[src/rtl/fifo_wr_arbiter.sv]
// Round-robin arbiter that shares one FIFO write port between NUM_REQ valid/ready producers.
// A grant is held for up to MAX_BURST beats, released early when the owner drops valid.
module fifo_wr_arbiter #(
    parameter int unsigned NUM_REQ    = 4,
    parameter int unsigned DATA_WIDTH = 8,
    parameter int unsigned MAX_BURST  = 4
) (
    input  logic                                clk,
    input  logic                                rst,
    input  logic [NUM_REQ-1:0]                  req_valid,
    input  logic [NUM_REQ*DATA_WIDTH-1:0]       req_data,
    output logic [NUM_REQ-1:0]                  req_ready,
    input  logic                                fifo_full,
    output logic                                fifo_wr_en,
    output logic [DATA_WIDTH-1:0]               fifo_din,
    output logic                                grant_valid,
    output logic [$clog2(NUM_REQ)-1:0]          grant_id,
    output logic [$clog2(MAX_BURST+1)-1:0]      burst_cnt
);

    localparam int unsigned ID_W  = $clog2(NUM_REQ);
    localparam int unsigned CNT_W = $clog2(MAX_BURST + 1);

    typedef enum logic {
        IDLE = 1'b0,
        OWN  = 1'b1
    } state_t;

    state_t            state;
    logic [ID_W-1:0]   rr_ptr;

    logic              owner_valid;
    logic              beat;
    logic              last_beat;
    logic              release_c;
    logic [ID_W-1:0]   ptr_after;
    logic [ID_W-1:0]   arb_ptr;
    logic              arb_hit;
    logic [ID_W-1:0]   arb_id;

    // Index k positions after base, wrapping at NUM_REQ (need not be a power of two).
    function automatic logic [ID_W-1:0] rr_index(input logic [ID_W-1:0] base,
                                                 input int unsigned k);
        return ID_W'((32'(base) + k) % NUM_REQ);
    endfunction

    assign grant_valid = (state == OWN);
    assign owner_valid = req_valid[grant_id];
    assign beat        = grant_valid & owner_valid & ~fifo_full;
    assign last_beat   = beat && (burst_cnt == CNT_W'(MAX_BURST - 1));
    assign release_c   = grant_valid & (last_beat | ~owner_valid);
    assign ptr_after   = (grant_id == ID_W'(NUM_REQ - 1)) ? '0 : grant_id + ID_W'(1);

    // On a release edge the search starts just past the outgoing owner.
    assign arb_ptr = release_c ? ptr_after : rr_ptr;

    // First valid requester at or after arb_ptr.
    always_comb begin
        arb_hit = 1'b0;
        arb_id  = arb_ptr;
        for (int unsigned k = 0; k < NUM_REQ; k++) begin
            if (!arb_hit && req_valid[rr_index(arb_ptr, k)]) begin
                arb_hit = 1'b1;
                arb_id  = rr_index(arb_ptr, k);
            end
        end
    end

    always_ff @(posedge clk or posedge rst) begin
        if (rst) begin
            state     <= IDLE;
            rr_ptr    <= '0;
            grant_id  <= '0;
            burst_cnt <= '0;
        end else begin
            case (state)
                IDLE: begin
                    if (arb_hit) begin
                        state     <= OWN;
                        grant_id  <= arb_id;
                        burst_cnt <= '0;
                    end
                end
                OWN: begin
                    if (release_c) begin
                        rr_ptr    <= ptr_after;
                        burst_cnt <= '0;
                        if (arb_hit) begin
                            grant_id <= arb_id;
                        end else begin
                            state <= IDLE;
                        end
                    end else if (beat) begin
                        burst_cnt <= burst_cnt + CNT_W'(1);
                    end
                end
                default: begin
                    state <= IDLE;
                end
            endcase
        end
    end

    // Write-side outputs follow the registered owner; nothing is accepted while full.
    always_comb begin
        req_ready = '0;
        if (grant_valid) begin
            req_ready[grant_id] = ~fifo_full;
        end
    end

    assign fifo_wr_en = beat;

    always_comb begin
        fifo_din = '0;
        if (grant_valid) begin
            for (int unsigned i = 0; i < NUM_REQ; i++) begin
                if (grant_id == ID_W'(i)) begin
                    fifo_din = req_data[i*DATA_WIDTH +: DATA_WIDTH];
                end
            end
        end
    end

endmodule

[config.mk]
export PLATFORM = sky130hd
export DESIGN_NAME = fifo_wr_arbiter
export DESIGN_NICKNAME = d
export VERILOG_FILES = /design/src/rtl/fifo_wr_arbiter.sv
export SDC_FILE = /design/constraint.sdc
export NUM_CORES = 1
export LEC_CHECK = 0
export ABC_AREA = 1
export CAP_MARGIN = 20
export CORE_AREA = 2 2 47 66
export CTS_CLUSTER_DIAMETER = 100
export DETAILED_ROUTE_END_ITERATION = 10
export DIE_AREA = 0 0 49 68
export PLACE_DENSITY = 0.95
export RECOVER_POWER = 100
export SYNTH_ARGS = -nofsm -noshare
export SYNTH_HDL_FRONTEND = slang
export SYNTH_SLANG_ARGS = --single-unit
[constraint.sdc]
create_clock -name clk -period 4.1 [get_ports clk]
set_input_delay 0.82 -clock clk [delete_from_list [all_inputs] [get_ports clk]]
set_output_delay 0.82 -clock clk [all_outputs]
set_load 0.01 [all_outputs]
-- Word-level counts from Yosys, hierarchy flattened
Index checks and enable logic that the tools add are counted.
- bits in registers: 8
- logic and storage cells: 77
- add/sub/neg operators: 5
- magnitude comparators: 6
- equality and inequality tests: 7
- multiplexer cells: 37
- bitwise logic cells: 8
- reductions and logical operators: 10
- operator list (operator ; number):
    $mux 8 ; 5
    $lt 2x3->1 const B ; 5
    $mux 2 ; 7
    $mux 1 ; 12
    $bmux 1 s2 ; 5
    $mux 3 ; 3
    $pmux 3 s2 ; 1
    $logic_and 1x1->1 ; 5
    $add 2x1->2 const B ; 2
    $add 2x2->2 const B ; 2
    $and 4x4->4 ; 1
    $eq 2x2->1 const B ; 2
    $mux 4 ; 1
    $pmux 2 s2 ; 1
    $add 3x1->3 const B ; 1
    $and 1x1->1 ; 3
    $eq 3x2->1 const B ; 1
    $logic_not 1->1 ; 3
    $ne 3x1->1 const B ; 1
    $not 1->1 ; 3
    $demux 1 s2 ; 1
    $eq 2x1->1 const B ; 1
    $ge 2x1->1 const B ; 1
    $logic_not 2->1 ; 1
    other kinds (5) ; 5

-- Longest topological paths before layout
- word-level depth: 23
- gate-level depth with buffers: 19

-- Worst setup path before layout
Ideal clock, no wire load.
- kind: reg2out
- start: register grant_id[1]
- end: output port fifo_din[2]
- arrival time: 1545 ps
- data required time: 3280 ps
- path slack: 1735 ps
- cell stages (with the launch flop): 9
- path buffers: 1
- cells stage by stage: dfrtp_1 -> inv_1 -> ha_1 -> clkbuf_1 -> clkinv_1 -> nor2_1 -> o21ai_0 -> o21ai_0 -> a21oi_1
- word-level cells in the longest chain between the ends: 6
- elaborated cells between the ends (all ways): 9
- RTL lines (element ; line ; text):
    start: declaration ; 17 ; output logic [$clog2(NUM_REQ)-1:0] grant_id,
    start signal: assignment ; 80 ; grant_id <= arb_id;
    start signal: assignment ; 89 ; grant_id <= arb_id;
    $logic_not 2->1 ; 118 ; if (grant_id == ID_W'(i)) begin
    $mux 8 (3 in a row) ; 118 ;
    $mux 8 (*) ; 118 ;
    $mux 8 (*) ; 116 ; if (grant_valid) begin
    end: declaration ; 15 ; output logic [DATA_WIDTH-1:0] fifo_din,
Every way passes the cells marked *; elsewhere a longest branch is shown, timed or not.

-- Worst setup path in the final report
- start: input port req_valid[1]
- end: register grant_id[0]
- word-level cells in the longest chain between the ends: 23
- elaborated cells between the ends (all ways): 37
- RTL lines (element ; line ; text):
    start: declaration ; 10 ; input logic [NUM_REQ-1:0] req_valid,
    parallel branches: the longest is 23 deep, another holds $add 2x1->2 ; -- ;
Parallel ways; which one is timed is not known. The select of a mux whose other input is x is not followed.
A chain may end at the register's enable or synchronous reset.

==> impl_summary.log <==
[metrics] worst hold stages: 2
[metrics] pwr/cell area: approximately 940 nW/um^2
[metrics] drt first pass iters: 4
[metrics] clock tree from TritonCTS: yes
[metrics] final setup TNS: 0 ps
[metrics] number of remaining DRC errors: 0
[metrics] maximum clock skew at final layout: 1.73 ps
[metrics] Bufs and invs on worst path: 2
[metrics] detailed-route vias per instance: 5.11
[metrics] max-slew violation count: 0
[metrics] number of diodes added for antenna fixing: 0
[metrics] most repeated library cell on the critical path: nand2_1
[metrics] depth of the most critical reg-to-reg path: 16
[metrics] initial standard-cell utilization of the core: 41.9%
[metrics] CP Data Arrival Time: 3490 ps
[metrics] number of instances in the synthesized netlist: ~200
[metrics] stage delay of the slowest cell on the critical path: 610 ps
[metrics] horizontal die dimension: 49 um
[metrics] Netlist cell types: 23
[metrics] area of all placed cells without fillers: 1770 um^2
[metrics] Die H: just under 70 um
[metrics] initial antenna violation count: 0
[metrics] capture endpoint of the worst hold path: burst_cnt[2]
[metrics] CTS sink count: 8
[metrics] DP HPWL: between 2000 and 3000 um
[metrics] number of routed nets with antenna violations: 0
[metrics] Req. time, crit path: 4210 ps
[metrics] Clock transition at path regs: ~40 ps
[metrics] sequential cell area fraction in the yosys report: 17.1%
[metrics] total chip power: about 1.7 mW
[metrics] RSZ-0062 raised after global routing: false
[metrics] leakage power summed over all cells: 0.857 nW
[metrics] setup ws final: 728 ps
[metrics] synthesized area per cell: 5.93 um^2
[metrics] largest net degree at the start of global routing: 18
[metrics] root cell of the clock tree: clkbuf_8
[metrics] FF+latch count, synth: 8
[metrics] Critical Path Start Type: primary input
[metrics] fin util: 63.2%
[metrics] # rows: 23
[metrics] vias in the first global route: 1386
[metrics] Worst Path Class, Setup: in -> reg
[metrics] worst ir drop on vdd: 0.646 mV
[metrics] count of final setup violators: 0
[metrics] count of endpoints failing hold in the final timing report: 0
[metrics] result of the run: complete, no violations
[metrics] Post-DP Area: approximately 1800 um^2
[metrics] via count of the routed design: 1471
[metrics] final critical delay including setup and external delays: 3370 ps
[metrics] total of fill cells in the finished design: 260
[metrics] Post-CTS Repair Setup Buffers: 0
[metrics] Syn Nets: roughly 240
[metrics] highest clock rate: 297 MHz
[metrics] hold-fix buffer count after cts: 0
[metrics] total global-route track usage: 21.5%
[metrics] critical path endpoint category: flip-flop
[metrics] part of the cycle the worst path needs: 82.3%
[metrics] ratio of cells with drive above 1 in the final layout: 8.37%
[metrics] Nets: ~300
[metrics] worst min-delay path class: reg -> reg
[metrics] crit-path leading delay family: simple AND/OR/NAND/NOR gates
[metrics] Avg WL per Cell: 11.8 um
[metrics] routability-driven placement congestion ratio: 0.828
[metrics] number of levels in the clock H-tree: 1
[metrics] number of top-level pins: 58
[metrics] global-route wire length before repair: 5870 um
[metrics] count of port buffers added during placement: 57
[metrics] area delta synth->final: 51.1%
[metrics] initial DRC count: 46
[metrics] Worst path slowest cell: dlygate4sd3_1
[metrics] drt total wl: 3400 um
[metrics] total standard cell area after synthesis: 1170 um^2
[metrics] Register Area: 200 um^2
[metrics] Inserted Clock Buffers: 3
[metrics] reg2reg setup slack: about 1300 ps
[metrics] Yosys warnings: 0
[metrics] worst-path maximum fanout: 9
[metrics] final global-route overflow total: 0
[metrics] crit-path cells: dlygate4sd3_1 -> nand2_1 -> nand3_1 -> nand3_1 -> nand2_1 -> nand2_1 -> nand2_1 -> nand2_1 -> nand2_1 -> nand2_1 -> nand2_1 -> nand3_4 -> o21bai_1 -> inv_1 -> nand2_1 -> nand2_1
[metrics] buffer levels on the longest clock path: 2
[metrics] max-cap violations: 0
[metrics] worst r2r dst: grant_id[0]
[metrics] headroom to the max-slew limit: between 60% and 70%
[metrics] area used by multi-input combinational logic: 836 um^2
[metrics] die outline area: roughly 3300 um^2
[metrics] actual slew at the worst max-slew pin: 509 ps
[metrics] core area: 2790 um^2
[metrics] start point of the worst hold path: burst_cnt[2]
[metrics] Worst-Skew Late Latency: between 200 and 250 ps
[metrics] Setup WS pre-CTS: 942 ps
[metrics] worst r2r src: burst_cnt[0]
[metrics] number of gates given a new drive strength after cts: 0
==> tightest hold or removal path, delay by kind of cell (launching register included) <==
family / cells / cell delay, ps
AND/OR/NAND/NOR: 2 / 100
flip-flops: 1 / 360
==> worst max-delay path by stage <==
stage / from / end / slack [ps] / cells past startpoint
2_1_floorplan: grant_id[1] / fifo_din[2] / 1740 / 8
3_3_place_gp: req_valid[1] / fifo_wr_en / 970 / 6
3_5_place_dp: req_valid[1] / fifo_wr_en / 940 / 6
4_1_cts: grant_id[1] / fifo_din[5] / 850 / 8
5_1_grt: req_valid[1] / grant_id[1] / 400 / 16
6_report: req_valid[1] / grant_id[0] / 730 / 16
==> synthesized netlist by cell type <==
library cell	instances	area, um^2
nor3_1	2	10.0
nand3_2	2	20.0
nand3_1	16	80.1
nand3_4	1	17.5
nor2_1	17	63.8
clkinv_1	1	3.75
inv_2	2	7.51
o21ai_4	1	16.3
nand2_2	13	81.3
a21oi_1	16	80.1
nand2_4	3	33.8
buf_6	1	11.3
dfrtp_1	8	200
o21ai_0	24	120
nand4_1	3	18.8
clkbuf_1	5	18.8
nor2_4	1	11.3
ha_1	6	75.1
inv_1	16	60.1
o21bai_2	1	11.3
nor2_2	1	6.26
nand2_1	55	206
nand3b_1	2	15.0
==> per-stage QoR <==
stage | instances | hold WS (ps)
finish | 288 | 497
global route | 288 | 511
CTS | 288 | 502
detailed placement | 285 | 494
global placement | 285 | 488
floorplan | 197 | 521
==> final cells by class <==
class	instances	share of cell area, %
Timing Repair Buffer	57	32.3
Sequential cell	8	11.3
Inverter	19	4.04
Clock buffer	3	2.34
Multi-Input combinational cell	164	47.3
Tap cell	37	2.62
==> cells in the final DEF (no fill, tap or decap), drive strengths merged <==
| cell | instances |
|---|---|
| nand2 | 71 |
| clkdlybuf4s50 | 36 |
| o21ai | 25 |
| dlygate4sd3 | 21 |
| nand3 | 19 |
| nor2 | 19 |
| inv | 18 |
| a21oi | 16 |
| dfrtp | 8 |
| ha | 6 |
| nand4 | 3 |
| clkbuf | 3 |
| nand3b | 2 |
| nor3 | 2 |
| o21bai | 1 |
| clkinv | 1 |
==> where the power goes <==
group | switching [mW] | internal (mW)
Combinational | 0.856 | 0.539
Sequential | 0.0558 | 0.117
Clock | 0.0302 | 0.0636
==> logic make-up (layout without fill, tap and decap cells) <==
group	Yosys count	count (layout)	synth area share, %
flip-flops	8	8	17.1
buffers and inverters	25	79	8.67
AO/OA/AOI/OAI	42	42	19.5
AND/OR/NAND/NOR	116	116	48.3
adder cells (fa/ha/maj)	6	6	6.42
==> sequential cells by signal, summed over array words and instances (netlist names) <==
signal       count
burst_cnt        3
grant_id         2
rr_ptr           2
grant_valid      1
==> routing by layer <==
| metal | vias up | routed length, um | track usage [%] | share of wire (%) |
|---|---|---|---|---|
| li1 | 753 | - | - | - |
| met1 | 657 | 1360 | 24.1 | 40 |
| met2 | 51 | 1800 | 40.8 | 53 |
| met3 | 10 | 150 | 3.06 | 4.4 |
| met4 | 0 | 88 | 8.93 | 2.6 |
| met5 | - | 0 | 0 | 0 |
Power figures use the tool's default switching activity.
